$ cat config.mk
export PLATFORM = sky130hd
export DESIGN_NAME = uart_rx
export DESIGN_NICKNAME = d
export VERILOG_FILES = /design/src/rtl/uart_rx.sv
export SDC_FILE = /design/constraint.sdc
export NUM_CORES = 1
export LEC_CHECK = 0
export CAP_MARGIN = 20
export CORE_AREA = 10 10 99 101
export DETAILED_ROUTE_END_ITERATION = 16
export DIE_AREA = 0 0 109 111
export GPL_ROUTABILITY_DRIVEN = 0
export PLACE_DENSITY = 0.42
export SYNTH_ARGS = -nofsm -noshare
export SYNTH_HDL_FRONTEND = slang
export SYNTH_SLANG_ARGS = --single-unit
$ cat constraint.sdc
create_clock -name i_clk -period 2.6 [get_ports i_clk]
set_clock_uncertainty 0.15 [all_clocks]
set_input_delay 0.78 -clock i_clk [delete_from_list [all_inputs] [get_ports i_clk]]
set_output_delay 0.78 -clock i_clk [all_outputs]
set_load 0.03 [all_outputs]
$ cat src/rtl/uart_rx.sv
// UART receiver: 2-flop synchronized line, 8N1-style framing, LSB first.
// Define UART_RX_MAJORITY_EN for 2-of-3 majority bit decisions.
module uart_rx #(
    parameter int CLKS_PER_BIT = 434,
    parameter int DATA_WIDTH   = 8
) (
    input  logic                  i_clk,
    input  logic                  i_rst_n,
    input  logic                  i_rx_serial,
    output logic                  o_rx_dv,
    output logic [DATA_WIDTH-1:0] o_rx_byte,
    output logic                  o_rx_busy,
    output logic                  o_frame_err
);

    typedef enum logic [2:0] {
        IDLE      = 3'd0,
        START_BIT = 3'd1,
        DATA_BITS = 3'd2,
        STOP_BIT  = 3'd3,
        CLEANUP   = 3'd4
    } state_t;

    localparam logic [15:0] LAST    = 16'(CLKS_PER_BIT - 1);
    localparam logic [15:0] HALF    = 16'((CLKS_PER_BIT - 1) / 2);
    localparam logic [2:0]  TOP_IDX = 3'(DATA_WIDTH - 1);

    state_t                state;
    state_t                state_n;
    logic [15:0]           cnt;
    logic [2:0]            idx;
    logic [DATA_WIDTH-1:0] shift;
    logic                  sync_a;
    logic                  sync_b;
    logic                  prev;
    logic                  decision;
    logic                  cnt_clr;
    logic                  store_bit;
    logic                  good_stop;
    logic                  bad_stop;

    // Bring the asynchronous line into the clock domain and keep edge history.
    always_ff @(posedge i_clk or negedge i_rst_n) begin
        if (!i_rst_n) begin
            sync_a <= 1'b1;
            sync_b <= 1'b1;
            prev   <= 1'b1;
        end else begin
            sync_a <= i_rx_serial;
            sync_b <= sync_a;
            prev   <= sync_b;
        end
    end

`ifdef UART_RX_MAJORITY_EN
    logic hist_a;
    logic hist_b;

    // Two cycles of synchronized history feed the majority vote.
    always_ff @(posedge i_clk or negedge i_rst_n) begin
        if (!i_rst_n) begin
            hist_a <= 1'b1;
            hist_b <= 1'b1;
        end else begin
            hist_a <= sync_b;
            hist_b <= hist_a;
        end
    end

    assign decision = (sync_b & hist_a) | (sync_b & hist_b) | (hist_a & hist_b);
`else
    assign decision = sync_b;
`endif

    assign o_rx_busy = (state != IDLE);

    // State register.
    always_ff @(posedge i_clk or negedge i_rst_n) begin
        if (!i_rst_n) begin
            state <= IDLE;
        end else begin
            state <= state_n;
        end
    end

    // Next-state logic and per-cycle datapath strobes.
    always_comb begin
        state_n   = state;
        cnt_clr   = 1'b0;
        store_bit = 1'b0;
        good_stop = 1'b0;
        bad_stop  = 1'b0;
        unique case (state)
            IDLE: begin
                cnt_clr = 1'b1;
                if (prev && !sync_b) begin
                    state_n = START_BIT;
                end
            end
            START_BIT: begin
                if (cnt == HALF) begin
                    state_n = decision ? IDLE : DATA_BITS;
                end
            end
            DATA_BITS: begin
                if (cnt == LAST) begin
                    store_bit = 1'b1;
                    cnt_clr   = 1'b1;
                    if (idx == TOP_IDX) begin
                        state_n = STOP_BIT;
                    end
                end
            end
            STOP_BIT: begin
                if (cnt == LAST) begin
                    good_stop = decision;
                    bad_stop  = !decision;
                    state_n   = CLEANUP;
                end
            end
            CLEANUP: begin
                state_n = IDLE;
            end
            default: begin
                state_n = IDLE;
            end
        endcase
        if (state_n != state) begin
            cnt_clr = 1'b1;
        end
    end

    // Bit timing counter, shift register and registered result pulses.
    always_ff @(posedge i_clk or negedge i_rst_n) begin
        if (!i_rst_n) begin
            cnt         <= '0;
            idx         <= '0;
            shift       <= '0;
            o_rx_byte   <= '0;
            o_rx_dv     <= 1'b0;
            o_frame_err <= 1'b0;
        end else begin
            cnt <= cnt_clr ? '0 : cnt + 16'd1;
            if (store_bit) begin
                shift[idx] <= decision;
                idx        <= (idx == TOP_IDX) ? 3'd0 : idx + 3'd1;
            end
            if (good_stop) begin
                o_rx_byte <= shift;
            end
            o_rx_dv     <= good_stop;
            o_frame_err <= bad_stop;
        end
    end

endmodule

==> results.sh, run 1 <==
export IMPL_grt_setup_unrepaired="false"
export IMPL_tritoncts="done"
export IMPL_place_hpwl_um=3230
export IMPL_dr_total_vias=1424
export IMPL_n_fill_cell=822
export IMPL_cts_sinks=43
export IMPL_gr_total_overflow=0
export IMPL_htreeDepth=2
export IMPL_die_area_mm2=0.0121
export IMPL_synth_largest_area_cell="dfrtp_1"
export IMPL_max_freq_mhz=418
export IMPL_viasPerCell=4.52
export IMPL_nNetsFinal=217
export IMPL_first_global_vias=1477
export IMPL_holdBufCountCts=0
export IMPL_setup_viol=0
export IMPL_syn_nets=197
export IMPL_post_drt_wl_per_cell_um=14.1
export IMPL_antenna_found_initial=0
export IMPL_outcome="completed"
export IMPL_cellLeakagePower_uw=0.00110
export IMPL_fin_tns_setup_ns=0
export IMPL_ant_nets=0
export IMPL_clk_pin_slew_ns=0.08
export IMPL_firstDrtPassIters=4
export IMPL_async_flop_share_pct=100
export IMPL_synth_warnings=0
export IMPL_clk_latency_ns=0.30
export IMPL_ys_types=42
export IMPL_maxSlewViolCount=0
export IMPL_synth_top_area_share_pct=46.3
export IMPL_grt_max_degree=23
export IMPL_postSynthAreaPerCell_um2=11.4
export IMPL_cts_root_buffer="clkbuf_8"
export IMPL_grt_first_pass_wirelength_um=7530
export IMPL_yosysSeqAreaShare_pct=49.9
export IMPL_synth_most_common_cell="dfrtp_1"
export IMPL_io_pins=14
export IMPL_drc_errors=0
export IMPL_ir_worst_vdd_v=0.000335
export IMPL_cts_path_max_buffers=2
export IMPL_ys_ff_latch=43
export IMPL_worstPathRequired_ns=1.67
export IMPL_insertedDiodeCount=0
export IMPL_drt_initial_drc_count=41
export IMPL_cp_max_fo=6
export IMPL_die_y_um=111
export IMPL_hp_class="reg -> reg"
export IMPL_p_total_uw=1480
export IMPL_synth_top_flop_cell="dfrtp_1"
export IMPL_cp_arrival_ns=1.46
export IMPL_path_class="reg -> out"
export IMPL_synthesis_area_mm2=0.00216
export IMPL_period_needed_ns=2.39
export IMPL_synth_area_top_cells="dfrtp_1 (46%), mux2_4 (5.6%), xnor2_1 (4.5%)"
export IMPL_grt_usage_pct=7.78
export IMPL_post_route_period_util_pct=92.0
export IMPL_cts_buffers=5
export IMPL_drive_gt1_share_pct=21.4
export IMPL_power_density_mw_per_mm2=583
export IMPL_io_buffers=13
export IMPL_fp_dieW_um=109
export IMPL_syn_instance_count=189
export IMPL_max_cap_viol_count=0
export IMPL_synth_edf_count=0
export IMPL_coreArea_mm2=0.00797
export IMPL_hold_violations=0
export IMPL_worst_slew_pin_slew_ns=0.520
export IMPL_ys_top_cells_by_count="dfrtp_1 (40), nor2_1 (16), xnor2_1 (11)"
export IMPL_std_cell_rows=33
export IMPL_areaGrowthSynthToFinish_pct=17.8
export IMPL_initial_core_util_pct=27.1
export IMPL_cp_start_kind="register"
export IMPL_slew_limit_headroom_pct=65.3
export IMPL_worstSetupEndpointType="primary output"
export IMPL_wl_um=4460
[routing by layer]
metal  track usage [%]  vias up  part of all wire (%)
met5                 0        -                     0
met4              3.69        0                   2.0
met3              1.86        8                   4.5
met2              11.3       25                    44
met1              10.5      666                    50
li1                  -      725                     -
[placed cells by master (no fill, tap or decap), drive strengths merged, types with 3 or more instances in the layout]
cell type / n
xnor2: 11
or3: 3
nor3: 7
a21oi: 3
and4: 3
ha: 5
buf: 8
inv: 10
nand2: 9
o21ai: 5
clkbuf: 5
nor4: 6
nand4: 10
nand3: 9
dfrtp: 40
a211oi: 7
clkdlybuf4s50: 11
dfstp: 3
mux2: 17
nor2: 16
[report_power, final]
part | internal (uW) | leakage (uW) | total, uW | switching [uW]
Sequential | 702 | 0.000582 | 747 | 45.4
Clock | 286 | 0.0000581 | 527 | 241
Combinational | 90.3 | 0.000455 | 210 | 120
Total | 1080 | 0.00110 | 1480 | 406
[state kept, by name, indices dropped and copies added (netlist names)]
register     flops
o_rx_dv          1
sync_a           1
o_rx_byte        8
decision         1
state            3
shift            8
cnt             16
prev             1
idx              3
o_frame_err      1
[worst paths after layout]
kind | startpoint | slack [ns] | depth (start not counted) | end
setup / recovery | state[0] | 0.21 | 2 | o_rx_busy
hold reg to reg | sync_a | 0.21 | 0 | decision
hold / removal | sync_a | 0.21 | 0 | decision
setup reg to reg | cnt[12] | 0.38 | 4 | o_rx_byte[0]
min in group asynchronous | i_rst_n | 0.30 | 1 | o_rx_byte[1]
max in group asynchronous | i_rst_n | 1.35 | 2 | sync_a
[cells by family (layout without fill, tap and decap cells)]
logic type | count (synthesis) | count (layout) | share of synthesized area, %
AND/OR/NAND/NOR | 74 | 74 | 21.2
flip-flops | 43 | 43 | 49.9
AO/OA/AOI/OAI | 21 | 21 | 7.47
multiplexers | 17 | 17 | 10.2
XOR/XNOR | 12 | 12 | 4.86
buffers and inverters | 17 | 38 | 3.36
adder cells (fa/ha/maj) | 5 | 5 | 2.89
[metrics by stage]
stage                     cells  setup slack, ns  cell area (um^2)  hold slack (ns)  util [%]
after global placement      307            0.278              2440            0.198      30.6
after CTS                   315            0.183              2550            0.208      32.0
after detailed placement    307            0.265              2440            0.197      30.6
after floorplan             189            0.636              2160            0.195         -
final                       315            0.209              2550            0.207      32.0
after global routing        315            0.146              2550            0.213      32.0
[area by class of cell]
| type | instances | area, um^2 | share of cell area, % |
|---|---|---|---|
| multi-input cells | 129 | 1010 | 39.6 |
| well taps | 105 | 131 | 5.16 |
| repair buffers | 20 | 176 | 6.93 |
| inverters | 10 | 37.5 | 1.47 |
| flip-flops and latches | 43 | 1080 | 42.4 |
| clock inverters | 3 | 43.8 | 1.72 |
| clock buffers | 5 | 68.8 | 2.70 |
[critical path, cell delays in order, from the launching register on]
cell,delay (ns)
dfrtp_1,0.42
or3_1,0.38
dlygate4sd2_1,0.37
[timing repair]
action                     CTS  global route
resized for setup            1             0
setup endpoints to repair    1             0
setup buffers                0             0
Power figures use the tool's default switching activity.
==> run 2, diff against run 1 <==
--- a/config.mk
+++ b/config.mk
@@ -11,6 +11,7 @@
 export DIE_AREA = 0 0 109 111
 export GPL_ROUTABILITY_DRIVEN = 0
 export PLACE_DENSITY = 0.42
+export SKIP_CTS_REPAIR_TIMING = 1
 export SYNTH_ARGS = -nofsm -noshare
 export SYNTH_HDL_FRONTEND = slang
 export SYNTH_SLANG_ARGS = --single-unit
==> results.sh, run 2 (synthesized netlist as in run 1, its figures left out) <==
export IMPL_outcome="completed"
export IMPL_htreeDepth=2
export IMPL_dr_total_vias=1424
export IMPL_max_stage_delay_ns=0.42
export IMPL_power_density_mw_per_mm2=582
export IMPL_max_freq_mhz=439
export IMPL_grt_first_pass_wirelength_um=7530
export IMPL_max_cap_viol_count=0
export IMPL_cellLeakagePower_uw=0.00110
export IMPL_cp_arrival_ns=1.35
export IMPL_ant_nets=0
export IMPL_slew_limit_headroom_pct=65.3
export IMPL_drive_gt1_share_pct=21.4
export IMPL_die_area_mm2=0.0121
export IMPL_n_fill_cell=822
export IMPL_hold_violations=0
export IMPL_final_common_cell="dfrtp_1"
export IMPL_place_hpwl_um=3230
export IMPL_insertedDiodeCount=0
export IMPL_critical_path_slowest_cell="dfrtp_1"
export IMPL_tritoncts="done"
export IMPL_instances_no_fill=315
export IMPL_worstSetupEndpointType="primary output"
export IMPL_antenna_found_initial=0
export IMPL_final_cell_mix="dfrtp_1 (40), nor2_1 (16), xnor2_1 (11), clkdlybuf4s50_1 (11), inv_1 (10)"
export IMPL_areaGrowthSynthToFinish_pct=18.0
export IMPL_cts_path_max_buffers=2
export IMPL_io_buffers=13
export IMPL_setup_ws_ns=0.322
export IMPL_path_class="reg -> out"
export IMPL_largest_registers="cnt: 16 flops, o_rx_byte: 8 flops, shift: 8 flops"
export IMPL_dp_cells=307
export IMPL_firstDrtPassIters=4
export IMPL_clk_latency_ns=0.30
export IMPL_grt_setup_unrepaired="false"
export IMPL_wl_um=4460
export IMPL_reg2reg_from="cnt[12]"
export IMPL_grt_usage_pct=7.78
export IMPL_holdCritStartpoint="sync_a"
export IMPL_clk_pin_slew_ns=0.08
export IMPL_largest_register_ffs=16
export IMPL_regMostFlops="cnt"
export IMPL_maxSlewViolCount=0
export IMPL_post_drt_wl_per_cell_um=14.2
export IMPL_initial_core_util_pct=27.1
export IMPL_viasPerCell=4.52
export IMPL_cp_start_kind="register"
export IMPL_drt_initial_drc_count=41
export IMPL_post_route_period_util_pct=87.6
export IMPL_first_global_vias=1477
export IMPL_hp_class="reg -> reg"
export IMPL_dp_slack_ns=0.265
export IMPL_fp_dieW_um=109
export IMPL_cp_max_fo=6
export IMPL_startpoint="state[0]"
export IMPL_ir_worst_vdd_v=0.000335
export IMPL_io_pins=14
export IMPL_coreArea_mm2=0.00797
export IMPL_std_cell_rows=33
export IMPL_gr_total_overflow=0
export IMPL_drc_errors=0
export IMPL_period_needed_ns=2.28
export IMPL_worst_slew_pin_slew_ns=0.520
export IMPL_nNetsFinal=217
export IMPL_setup_viol=0
export IMPL_worstPathRequired_ns=1.67
export IMPL_cts_sinks=43
export IMPL_cts_root_buffer="clkbuf_8"
export IMPL_die_y_um=111
export IMPL_p_total_uw=1490
export IMPL_grt_max_degree=23
export IMPL_cts_buffers=5
export IMPL_cp_cell_sequence="or3_1 > dlymetal6s2s_1"
[run 2: final cells by class]
type / instances / area (um^2) / share of cell area, %
well taps: 105 / 131 / 5.15
clock inverters: 3 / 43.8 / 1.72
multi-input cells: 129 / 1010 / 39.6
repair buffers: 20 / 180 / 7.06
flip-flops and latches: 43 / 1080 / 42.3
inverters: 10 / 37.5 / 1.47
clock buffers: 5 / 68.8 / 2.70
[run 2: worst paths after layout]
path | slack (ns) | depth (start not counted) | endpoint
worst max-delay path | 0.32 | 2 | o_rx_busy
worst min-delay path | 0.21 | 0 | decision
worst max register to register | 0.38 | 4 | o_rx_byte[0]
worst min register to register | 0.21 | 0 | decision
max in group asynchronous | 1.35 | 2 | sync_a
min in group asynchronous | 0.30 | 1 | o_rx_byte[1]
[run 2: where the power goes]
group | switching [uW] | internal [uW] | total (uW)
Clock | 241 | 286 | 527
Combinational | 120 | 91.7 | 212
Sequential | 45.4 | 702 | 747
Total | 406 | 1080 | 1490
[run 2: worst max-delay path: cells and delay by family, from the launching register on]
family	cells	cell delay, ns
DFF	1	0.42
and+or+nand+nor	1	0.38
buffers and inverters	1	0.26
[run 2: per-layer routing]
metal  GRT usage (%)  vias to the layer above  share of wire, %  routed length, um
li1                -                      725                 -                  -
met2            11.3                       24                43               1940
met3            1.86                        8               4.3                194
met5               0                        -                 0                  0
met1            10.5                      667                50               2240
met4            3.69                        0               2.0                 87
[run 2: stage by stage]
stage	utilization, %	instance area [um^2]	hold slack (ns)	TNS, ns
after CTS	32.0	2550	0.208	-0.0601
final	32.0	2550	0.207	0
after global routing	32.0	2550	0.213	0
after floorplan	-	2160	0.195	0
after global placement	30.6	2440	0.198	0
after detailed placement	30.6	2440	0.197	0
